==> config.mk <==
export PLATFORM = sky130hd
export DESIGN_NAME = dac_fifo_reader_flat
export DESIGN_NICKNAME = d
export VERILOG_FILES = /design/src/rtl/dac_fifo_pkg.sv /design/src/rtl/dac_fifo_reader_if.sv /design/src/rtl/dac_word_prefetch.sv /design/src/rtl/dac_fifo_reader.sv /design/src/flat_wrapper.sv
export SDC_FILE = /design/constraint.sdc
export NUM_CORES = 1
export LEC_CHECK = 0
export ABC_CLOCK_PERIOD_IN_PS = 3560
export BUFFER_PORTS_ARGS = -buffer_cell sky130_fd_sc_hd__buf_2
export CORE_ASPECT_RATIO = 1.2
export CORE_UTILIZATION = 50
export CTS_CLUSTER_SIZE = 30
export DETAILED_ROUTE_END_ITERATION = 6
export HOLD_SLACK_MARGIN = 0.06
export PLACE_DENSITY = 0.84
export SKIP_LAST_GASP = 1
export SYNTH_ARGS = -nofsm -noshare
export SYNTH_HDL_FRONTEND = slang
export SYNTH_SLANG_ARGS = --single-unit
==> constraint.sdc <==
create_clock -name clk -period 3.56 [get_ports clk]
set_clock_uncertainty 0.2 [all_clocks]
set_input_delay 0.356 -clock clk [delete_from_list [all_inputs] [get_ports clk]]
set_output_delay 0.356 -clock clk [all_outputs]
set_load 0.05 [all_outputs]
==> src/rtl/dac_fifo_pkg.sv <==
// dac_fifo_pkg: shared reader FSM state type and default widths for the DAC FIFO reader
package dac_fifo_pkg;
  typedef enum logic [1:0] {IDLE, PRIME, RUN} dac_rd_state_t;
  localparam int DAC_SAMPLE_W = 16;
  localparam int DAC_WORD_W = 32;
endpackage

==> src/rtl/dac_fifo_reader_if.sv <==
// dac_fifo_reader_if: FIFO read port (empty/readdata/read) and DAC port (enable/tick in; data/valid/underrun/count/running out)
interface dac_fifo_reader_if
  import dac_fifo_pkg::*;
#(
  parameter int DATA_W = DAC_WORD_W,
  parameter int SAMPLE_W = DAC_SAMPLE_W,
  parameter int CNT_W = 16
);
  logic enable;
  logic sample_tick;
  logic dacfifo_empty;
  logic [DATA_W-1:0] dacfifo_readdata;
  logic dacfifo_read;
  logic [SAMPLE_W-1:0] dac_data;
  logic dac_valid;
  logic underrun;
  logic [CNT_W-1:0] underrun_count;
  logic running;
  modport master (
    input enable, sample_tick, dacfifo_empty, dacfifo_readdata,
    output dacfifo_read, dac_data, dac_valid, underrun, underrun_count, running
  );
  modport slave (
    output enable, sample_tick, dacfifo_empty, dacfifo_readdata,
    input dacfifo_read, dac_data, dac_valid, underrun, underrun_count, running
  );
endinterface

==> src/rtl/dac_word_prefetch.sv <==
// dac_word_prefetch: word+pend buffers with one-deep FIFO prefetch; in flush/pop_half/fifo_empty/fifo_data, out fifo_read/arrive/avail/sample
module dac_word_prefetch
  import dac_fifo_pkg::*;
#(
  parameter int DATA_W = DAC_WORD_W,
  parameter int SAMPLE_W = DAC_SAMPLE_W
) (
  input  logic                clk,
  input  logic                rst,
  input  logic                flush_i,
  input  logic                pop_half_i,
  input  logic                fifo_empty_i,
  input  logic [DATA_W-1:0]   fifo_data_i,
  output logic                fifo_read_o,
  output logic                arrive_o,
  output logic                avail_o,
  output logic [SAMPLE_W-1:0] sample_o
);
  logic [DATA_W-1:0] word_q, word_d, pend_q, pend_d;
  logic word_valid_q, word_valid_d, pend_valid_q, pend_valid_d, half_q, half_d;
  logic rd_q, rd_d, ret_q, ret_d, shift, to_word, to_pend;
  always_comb begin
    shift = pop_half_i && half_q;
    to_word = ret_q && (shift ? !pend_valid_q : !word_valid_q);
    to_pend = ret_q && !to_word;
    word_d = to_word ? fifo_data_i : shift ? pend_q : word_q;
    word_valid_d = !flush_i && (to_word || (shift ? pend_valid_q : word_valid_q));
    pend_d = to_pend ? fifo_data_i : pend_q;
    pend_valid_d = !flush_i && (to_pend || (pend_valid_q && !shift));
    half_d = !flush_i && !shift && !to_word && (half_q || pop_half_i);
    rd_d = !flush_i && !fifo_empty_i && !rd_q && !ret_q && !(word_valid_q && pend_valid_q);
    ret_d = rd_q && !flush_i;
  end
  always_ff @(posedge clk) begin
    word_q <= word_d;
    pend_q <= pend_d;
    if (rst) begin
      word_valid_q <= 1'b0;
      pend_valid_q <= 1'b0;
      half_q <= 1'b0;
      rd_q <= 1'b0;
      ret_q <= 1'b0;
    end else begin
      word_valid_q <= word_valid_d;
      pend_valid_q <= pend_valid_d;
      half_q <= half_d;
      rd_q <= rd_d;
      ret_q <= ret_d;
    end
  end
  assign fifo_read_o = rd_q;
  assign arrive_o = ret_q;
  assign avail_o = word_valid_q;
  assign sample_o = half_q ? word_q[DATA_W-1:SAMPLE_W] : word_q[SAMPLE_W-1:0];
endmodule

==> src/rtl/dac_fifo_reader.sv <==
// dac_fifo_reader: splits FIFO words into DAC samples per tick with underrun counting; ports clk, rst, bus (dac_fifo_reader_if.master)
module dac_fifo_reader
  import dac_fifo_pkg::*;
#(
  parameter int DATA_W = DAC_WORD_W,
  parameter int SAMPLE_W = DAC_SAMPLE_W,
  parameter int CNT_W = 16
) (
  input logic clk,
  input logic rst,
  dac_fifo_reader_if.master bus
);
  dac_rd_state_t state_q, state_d;
  logic [SAMPLE_W-1:0] data_q, data_d, sample;
  logic [CNT_W-1:0] cnt_q, cnt_d;
  logic valid_q, under_q, flush, tick_run, pop, avail, arrive, rd;
  always_comb begin
    state_d = !bus.enable ? IDLE : state_q == IDLE ? PRIME : (state_q == PRIME && arrive) ? RUN : state_q;
    flush = state_d == IDLE;
    tick_run = bus.sample_tick && state_q == RUN && !flush;
    pop = tick_run && avail;
    data_d = flush ? '0 : pop ? sample : tick_run ? '0 : data_q;
    cnt_d = flush ? '0 : (tick_run && !avail && !(&cnt_q)) ? cnt_q + 1'b1 : cnt_q;
  end
  always_ff @(posedge clk) begin
    if (rst) begin
      state_q <= IDLE;
      data_q <= '0;
      valid_q <= 1'b0;
      under_q <= 1'b0;
      cnt_q <= '0;
    end else begin
      state_q <= state_d;
      data_q <= data_d;
      valid_q <= pop;
      under_q <= tick_run && !avail;
      cnt_q <= cnt_d;
    end
  end
  dac_word_prefetch #(.DATA_W(DATA_W), .SAMPLE_W(SAMPLE_W)) u_prefetch (
    .clk(clk),
    .rst(rst),
    .flush_i(flush),
    .pop_half_i(pop),
    .fifo_empty_i(bus.dacfifo_empty),
    .fifo_data_i(bus.dacfifo_readdata),
    .fifo_read_o(rd),
    .arrive_o(arrive),
    .avail_o(avail),
    .sample_o(sample)
  );
  assign bus.dacfifo_read = rd;
  assign bus.dac_data = data_q;
  assign bus.dac_valid = valid_q;
  assign bus.underrun = under_q;
  assign bus.underrun_count = cnt_q;
  assign bus.running = state_q == RUN;
endmodule

==> src/flat_wrapper.sv <==
// flat-port wrapper written by rule: the top's interface ports become plain ports
module dac_fifo_reader_flat import dac_fifo_pkg::*;
#(
  parameter int DATA_W = DAC_WORD_W,
  parameter int SAMPLE_W = DAC_SAMPLE_W,
  parameter int CNT_W = 16
)
  (clk, rst, bus_enable, bus_sample_tick, bus_dacfifo_empty, bus_dacfifo_readdata, bus_dacfifo_read, bus_dac_data, bus_dac_valid, bus_underrun, bus_underrun_count, bus_running);
  dac_fifo_reader_if #(.DATA_W(DATA_W), .SAMPLE_W(SAMPLE_W), .CNT_W(CNT_W)) bus_i ();
  input logic clk;
  input logic rst;
  input wire logic [$bits(bus_i.enable)-1:0] bus_enable;
  input wire logic [$bits(bus_i.sample_tick)-1:0] bus_sample_tick;
  input wire logic [$bits(bus_i.dacfifo_empty)-1:0] bus_dacfifo_empty;
  input wire logic [$bits(bus_i.dacfifo_readdata)-1:0] bus_dacfifo_readdata;
  output wire logic [$bits(bus_i.dacfifo_read)-1:0] bus_dacfifo_read;
  output wire logic [$bits(bus_i.dac_data)-1:0] bus_dac_data;
  output wire logic [$bits(bus_i.dac_valid)-1:0] bus_dac_valid;
  output wire logic [$bits(bus_i.underrun)-1:0] bus_underrun;
  output wire logic [$bits(bus_i.underrun_count)-1:0] bus_underrun_count;
  output wire logic [$bits(bus_i.running)-1:0] bus_running;
  assign bus_i.enable = bus_enable;
  assign bus_i.sample_tick = bus_sample_tick;
  assign bus_i.dacfifo_empty = bus_dacfifo_empty;
  assign bus_i.dacfifo_readdata = bus_dacfifo_readdata;
  assign bus_dacfifo_read = bus_i.dacfifo_read;
  assign bus_dac_data = bus_i.dac_data;
  assign bus_dac_valid = bus_i.dac_valid;
  assign bus_underrun = bus_i.underrun;
  assign bus_underrun_count = bus_i.underrun_count;
  assign bus_running = bus_i.running;
  dac_fifo_reader #(.DATA_W(DATA_W), .SAMPLE_W(SAMPLE_W), .CNT_W(CNT_W)) u_core (.clk(clk), .rst(rst), .bus(bus_i));
endmodule
---- After elaboration in Yosys (flattened, before gate mapping) ----
Cells that the tools add are included.
cells by class
  $add $sub $neg .......................... 1
  equality and inequality tests ........... 2
  muxes and demuxes ....................... 10
  reduce and logical (&&, ||, !) cells .... 40
operators with widths
  operator                 number
  $mux W32                 2
  $mux W16                 3
  $logic_and A1 B1 Y1      21
  $add A16 B1 Y16 const B  1
  $reduce_and A16 Y1       1
  $logic_not A1 Y1         10
  $mux W2                  3
  $logic_not A2 Y1         2
  $reduce_bool A2 Y1       2
  $logic_or A1 B1 Y1       3
  $eq A2 B1 Y1 const B     1
  $eq A2 B2 Y1 const B     1
  $mux W1                  2
  $reduce_or A2 Y1         1
word-level totals
  flip-flop bits (word level) ............. 105
  input bits .............................. 37
  output and inout bits ................... 36
  logic and storage cells ................. 65

---- Depth between registers and ports, before layout ----
  word-level depth ........................ 16
  mapped depth ............................ 6
  depth with buffers taken out ............ 5

---- Cells and area by module ----
A second synthesis with hierarchy kept.
unflattened totals
  cells, all modules ...................... 329
  area total of the unflattened synthesis .. 4371.7 um2
modules (own cells, without submodules)
  module             times used  cells each  area each (um2)  seq. area each (um2)
  dac_word_prefetch  1           141         2822.7           2021.9
  dac_fifo_reader    1           188         1549.0           720.7

---- Worst setup path after synthesis ----
Ideal clock, no wire load.
  path type ............................... register to register
  start point ............................. reg u_core.u_prefetch.word_valid_q (netlist: u_core.u_prefetch.avail_o)
  end point ............................... reg u_core.u_prefetch.word_q[0] (enable)
  data arrival time ....................... 2.949 ns
  required time ........................... 2.894 ns
  path slack .............................. -0.055 ns
  cell stages (with the launch flop) ...... 4
  path buffers ............................ 2
  clock period less this slack ............ 3.615 ns
  cells stage by stage .................... dfxtp_1 > clkbuf_1 > buf_1 > o21ai_0
between the ends
  word-level cells in the longest chain between the ends .. 5
  elaborated cells between the ends (all ways) .. 6
ends and longest elaborated chain
  item                              line                     RTL
  start, declared                   dac_word_prefetch.sv:20  logic word_valid_q, word_valid_d, pend_valid_q, pend_valid_d, half_q, half_d;
  start signal, assigned            dac_word_prefetch.sv:44  word_valid_q <= word_valid_d;
  $logic_and A1 B1 Y1               dac_fifo_reader.sv:21    pop = tick_run && avail;
  $logic_and A1 B1 Y1               dac_word_prefetch.sv:23  shift = pop_half_i && half_q;
  $mux W1                           dac_word_prefetch.sv:24  to_word = ret_q && (shift ? !pend_valid_q : !word_valid_q);
  $logic_and A1 B1 Y1               dac_word_prefetch.sv:24
  $reduce_bool A2 Y1 (no line) (*)  --
  end signal, assigned              dac_word_prefetch.sv:35  word_q <= word_d;
  end, declared                     dac_word_prefetch.sv:19  logic [DATA_W-1:0] word_q, word_d, pend_q, pend_d;
Every way passes the cells marked *; elsewhere a longest branch is shown, timed or not.
A chain may end at the register's enable or synchronous reset.

---- Worst setup path in the final report ----
  start point ............................. reg u_core.state_q[1]
  end point ............................... reg u_core.cnt_q[11] (netlist: u_core.bus.underrun_count[11])
between the ends
  word-level cells in the longest chain between the ends .. 10
  elaborated cells between the ends (all ways) .. 14
ends and longest elaborated chain
  item                               line                   RTL
  start, declared                    dac_fifo_reader.sv:13  dac_rd_state_t state_q, state_d;
  start signal, assigned             dac_fifo_reader.sv:33  state_q <= state_d;
  $eq A2 B1 Y1                       dac_fifo_reader.sv:18  state_d = !bus.enable ? IDLE : state_q == IDLE ? PRIME : (state_q == PRIME && arrive) ? RUN : state_q;
  $logic_and A1 B1 Y1                dac_fifo_reader.sv:18
  $mux W2 (3 in series)              dac_fifo_reader.sv:18
  $logic_not A2 Y1                   dac_fifo_reader.sv:19  flush = state_d == IDLE;
  $logic_not A1 Y1                   dac_fifo_reader.sv:20  tick_run = bus.sample_tick && state_q == RUN && !flush;
  $logic_and A1 B1 Y1                dac_fifo_reader.sv:20
  $logic_and A1 B1 Y1 (2 in series)  dac_fifo_reader.sv:23  cnt_d = flush ? '0 : (tick_run && !avail && !(&cnt_q)) ? cnt_q + 1'b1 : cnt_q;
  end signal, assigned               dac_fifo_reader.sv:37  cnt_q <= cnt_d;
  end, declared                      dac_fifo_reader.sv:15  logic [CNT_W-1:0] cnt_q, cnt_d;
Parallel ways exist; a longest one is shown, timed or not.

==> impl_metrics.env <==
export IMPL_drive_above_1_share_pct=33.1
export IMPL_ioPinCount=73
export IMPL_seqPwrFrac_pct=62.5
export IMPL_ir_drop_uv=375
export IMPL_antennaDiodeCount=0
export IMPL_holdPathStages=1
export IMPL_setup_viol_count_final=0
export IMPL_drt_iter0_drc=142
export IMPL_final_cells=552
export IMPL_grt_antenna_before_repair=0
export IMPL_avgViaCountPerCell=5.44
export IMPL_r2r_setup_slack_ps=1030
export IMPL_area_growth_pct=23.8
export IMPL_min_period_ps=2530
export IMPL_fmax_mhz=396
export IMPL_critical_path_required_ps=3660
export IMPL_dieHeight_um=103
export IMPL_pwr_share_clk_pct=33.5
export IMPL_rsz0062_at_grt="false"
export IMPL_powerDensity_mw_per_mm2=394
export IMPL_fin_crit_sh_pct=70.9
export IMPL_r2r_end="u_core.bus.underrun_count[11]$_SDFFE_PP0P_"
export IMPL_yosysTopAreaCellShare_pct=45.4
export IMPL_synth_area_leaders="edfxtp_1 45%, dfxtp_1 19%, mux2_2 13%"
export IMPL_post_route_drc_count=0
export IMPL_finish_utilization_pct=64.3
export IMPL_arrival_ps=2620
export IMPL_status="complete, no violations"
export IMPL_r2r_start="u_core.state_q[1]$_SDFF_PP0_"
export IMPL_numCtsBuffers=9
export IMPL_syn_num_nets=367
export IMPL_wl_um=8580
export IMPL_fin_nets=471
export IMPL_yosys_warnings=0
export IMPL_dp_hpwl_um=5510
export IMPL_cts_buffer_depth=2
export IMPL_p_int_mw=1.60
export IMPL_grt_max_degree=33
export IMPL_die_width_um=86.0
export IMPL_grt_pass1_wl_um=13700
export IMPL_yosysSeqAreaShare_pct=64.8
export IMPL_ys_ff_latch=105
export IMPL_clock_sinks=105
export IMPL_tns_ps=0
export IMPL_maxCapViolations=0
export IMPL_firstDrtPassIters=4
export IMPL_start_util_pct=51.9
export IMPL_worst_pin_slew_ps=1070
export IMPL_synthDistinctLibCells=36
export IMPL_start_kind="flop"
export IMPL_clock_root_buffer="clkbuf_8"
export IMPL_ant_nets=0
export IMPL_syn_area_mm2=0.00423
export IMPL_cts_tree="done"
export IMPL_synth_area_leader_cell="edfxtp_1"
export IMPL_avgSynthCellArea_um2=12.9
export IMPL_switching_power_mw=0.461
export IMPL_io_buffer_count=72
export IMPL_seqCellArea_mm2=0.00274
export IMPL_gp_congestion=0.777
export IMPL_wl_per_cell_um=15.5
export IMPL_worstRegToRegCells=4
export IMPL_whs_endpoint="u_core.u_prefetch.fifo_read_o$_SDFF_PP0_"
export IMPL_hp_start="u_core.u_prefetch.fifo_read_o$_SDFF_PP0_"
export IMPL_dp_cells=502
export IMPL_num_vias=3003
export IMPL_die_area_mm2=0.00884
export IMPL_synthCells=329
export IMPL_cp_max_fo=11
export IMPL_cts_clk_slew_worst_paths_ps=100
export IMPL_endpoint_kind="flop"
export IMPL_relSlewSlack_pct=27.8
export IMPL_rows=36
export IMPL_hold_class="flop to flop"
export IMPL_clk_latency_ps=370
export IMPL_fill_cells=627
export IMPL_grtUsageTotal_pct=20.8
export IMPL_hold_violations=0
export IMPL_drv_slew=0
export IMPL_p_comb_share_pct=4.0
export IMPL_leakagePower_nw=1.85
export IMPL_htreeDepth=3
export IMPL_grt_pass1_vias=2900
export IMPL_multi_input_area_mm2=0.00140
export IMPL_power_switching_share_pct=22.4
export IMPL_crit_type="flop to flop"
export IMPL_core_mm2=0.00815
export IMPL_grt_overflow_total=0
placed cells by master, fill, tap and decap left out, types with 5 or more instances in the layout:
cell type      Yosys  routed
or4_1             10      10
mux2_2            47      47
buf_2              4      72
dlygate4sd3_1      0      34
edfxtp_1          64      64
inv_1              5       5
dfxtp_1           41      41
clkbuf_8           0       9
nand2_1           23      23
o31ai_1            6       6
nor2_1            11      11
a21oi_1           32      32
o21ai_0            6       5
buf_4              0       7
nand3_1           23      23
synthesized netlist by cell type:
| cell | number |
|---|---|
| edfxtp_1 | 64 |
| mux2_2 | 47 |
| dfxtp_1 | 41 |
| a21oi_1 | 32 |
| nand2_1 | 23 |
| nand3_1 | 23 |
| clkbuf_1 | 11 |
| nor2_1 | 11 |
| or4_1 | 10 |
| o21ai_0 | 6 |
| o31ai_1 | 6 |
| inv_1 | 5 |
| buf_1 | 4 |
| buf_2 | 4 |
| nand2b_1 | 4 |
| nand4_1 | 4 |
| nor3_1 | 4 |
| o41ai_1 | 4 |
| o311ai_0 | 3 |
| and2_1 | 2 |
| nand4b_1 | 2 |
| nor2b_1 | 2 |
| nor4b_1 | 2 |
| or2_2 | 2 |
| or3_1 | 2 |
| a22oi_1 | 1 |
| a311oi_1 | 1 |
| and4_1 | 1 |
| and4b_1 | 1 |
| clkbuf_2 | 1 |
| ha_1 | 1 |
| mux2_1 | 1 |
| mux2i_1 | 1 |
| nor4_1 | 1 |
| o31a_1 | 1 |
| xnor2_1 | 1 |
worst max path at each step:
stage	from	end	slack, ps	depth (start not counted)
after floorplan	u_core.u_prefetch.half_q$_SDFF_PP0_	u_core.u_prefetch.word_q[0]$_DFFE_PP_	780	4
after global placement	bus_enable	u_core.bus.underrun_count[11]$_SDFFE_PP0P_	1100	5
after detailed placement	bus_enable	u_core.bus.underrun_count[11]$_SDFFE_PP0P_	1040	5
after CTS	u_core.state_q[1]$_SDFF_PP0_	u_core.bus.underrun_count[11]$_SDFFE_PP0P_	1050	4
after global routing	u_core.bus.underrun_count[0]$_SDFFE_PP0P_	u_core.bus.underrun_count[2]$_SDFFE_PP0P_	890	5
final	u_core.state_q[1]$_SDFF_PP0_	u_core.bus.underrun_count[11]$_SDFFE_PP0P_	1030	4
logic make-up (layout without fill, tap and decap cells):
kind of cell    count (synthesis)  count (layout)  synth area share, %
simple gates                   94              94                 11.8
compound gates                 54              54                 7.59
buf+inv                        25             134                 2.36
mux                            49              49                 13.0
flops                         105             105                 64.8
xor+xnor                        1               1                0.207
fa+ha+maj                       1               1                0.295
final cells by class:
class	count	area share [%]
Clock buffer	9	2.36
Clock inverter	7	1.07
Inverter	5	0.358
Multi-Input combinational cell	199	26.8
Sequential cell	105	52.3
Tap cell	114	2.72
Timing Repair Buffer	113	14.4
power groups by stage:
stage,logic [mW],registers (mW),clock network [mW]
after floorplan,0.0199,1.32,0
after detailed placement,0.0523,1.32,0
final,0.0818,1.29,0.692
after global placement,0.0499,1.32,0
after CTS,0.0808,1.29,0.708
after global routing,0.0886,1.29,0.754
metal layers:
layer | up-vias | track usage, % | part of all wire, %
li1 | 1458 | - | -
met1 | 1440 | 22.9 | 40
met2 | 86 | 37.5 | 53
met3 | 19 | 4.88 | 5.0
met4 | 0 | 10.5 | 2.4
met5 | - | 0 | 0
critical path: stages, from the launching register on:
cell      delay, ps
dfxtp_1         430
nand4b_1        410
or4_1           760
or4_1           510
a21oi_1         150
registers in the layout, summed over array words and instances (netlist names), 2 cells and up:
register and count:
u_core.state_q 2, u_core.u_prefetch.pend_q 32, u_core.u_prefetch.word_q 32, u_core.bus.underrun_count 16, u_core.bus.dac_data 16
through the flow:
step / power (mW) / hold slack (ps) / setup WS [ps] / area, um2
after floorplan: 1.34 / 228 / 783 / 4230
after global placement: 1.37 / 228 / 1100 / 4720
after detailed placement: 1.37 / 234 / 1040 / 4720
after CTS: 2.08 / 248 / 1050 / 5240
after global routing: 2.13 / 279 / 890 / 5240
final: 2.06 / 240 / 1030 / 5240
repair_timing:
item | CTS | global route
hold buffers | 34 | 0
gates resized for setup | 0 | 0
setup buffers | 0 | 0
endpoints found under the hold margin | 35 | 0
(Power assumes the default switching activity.)
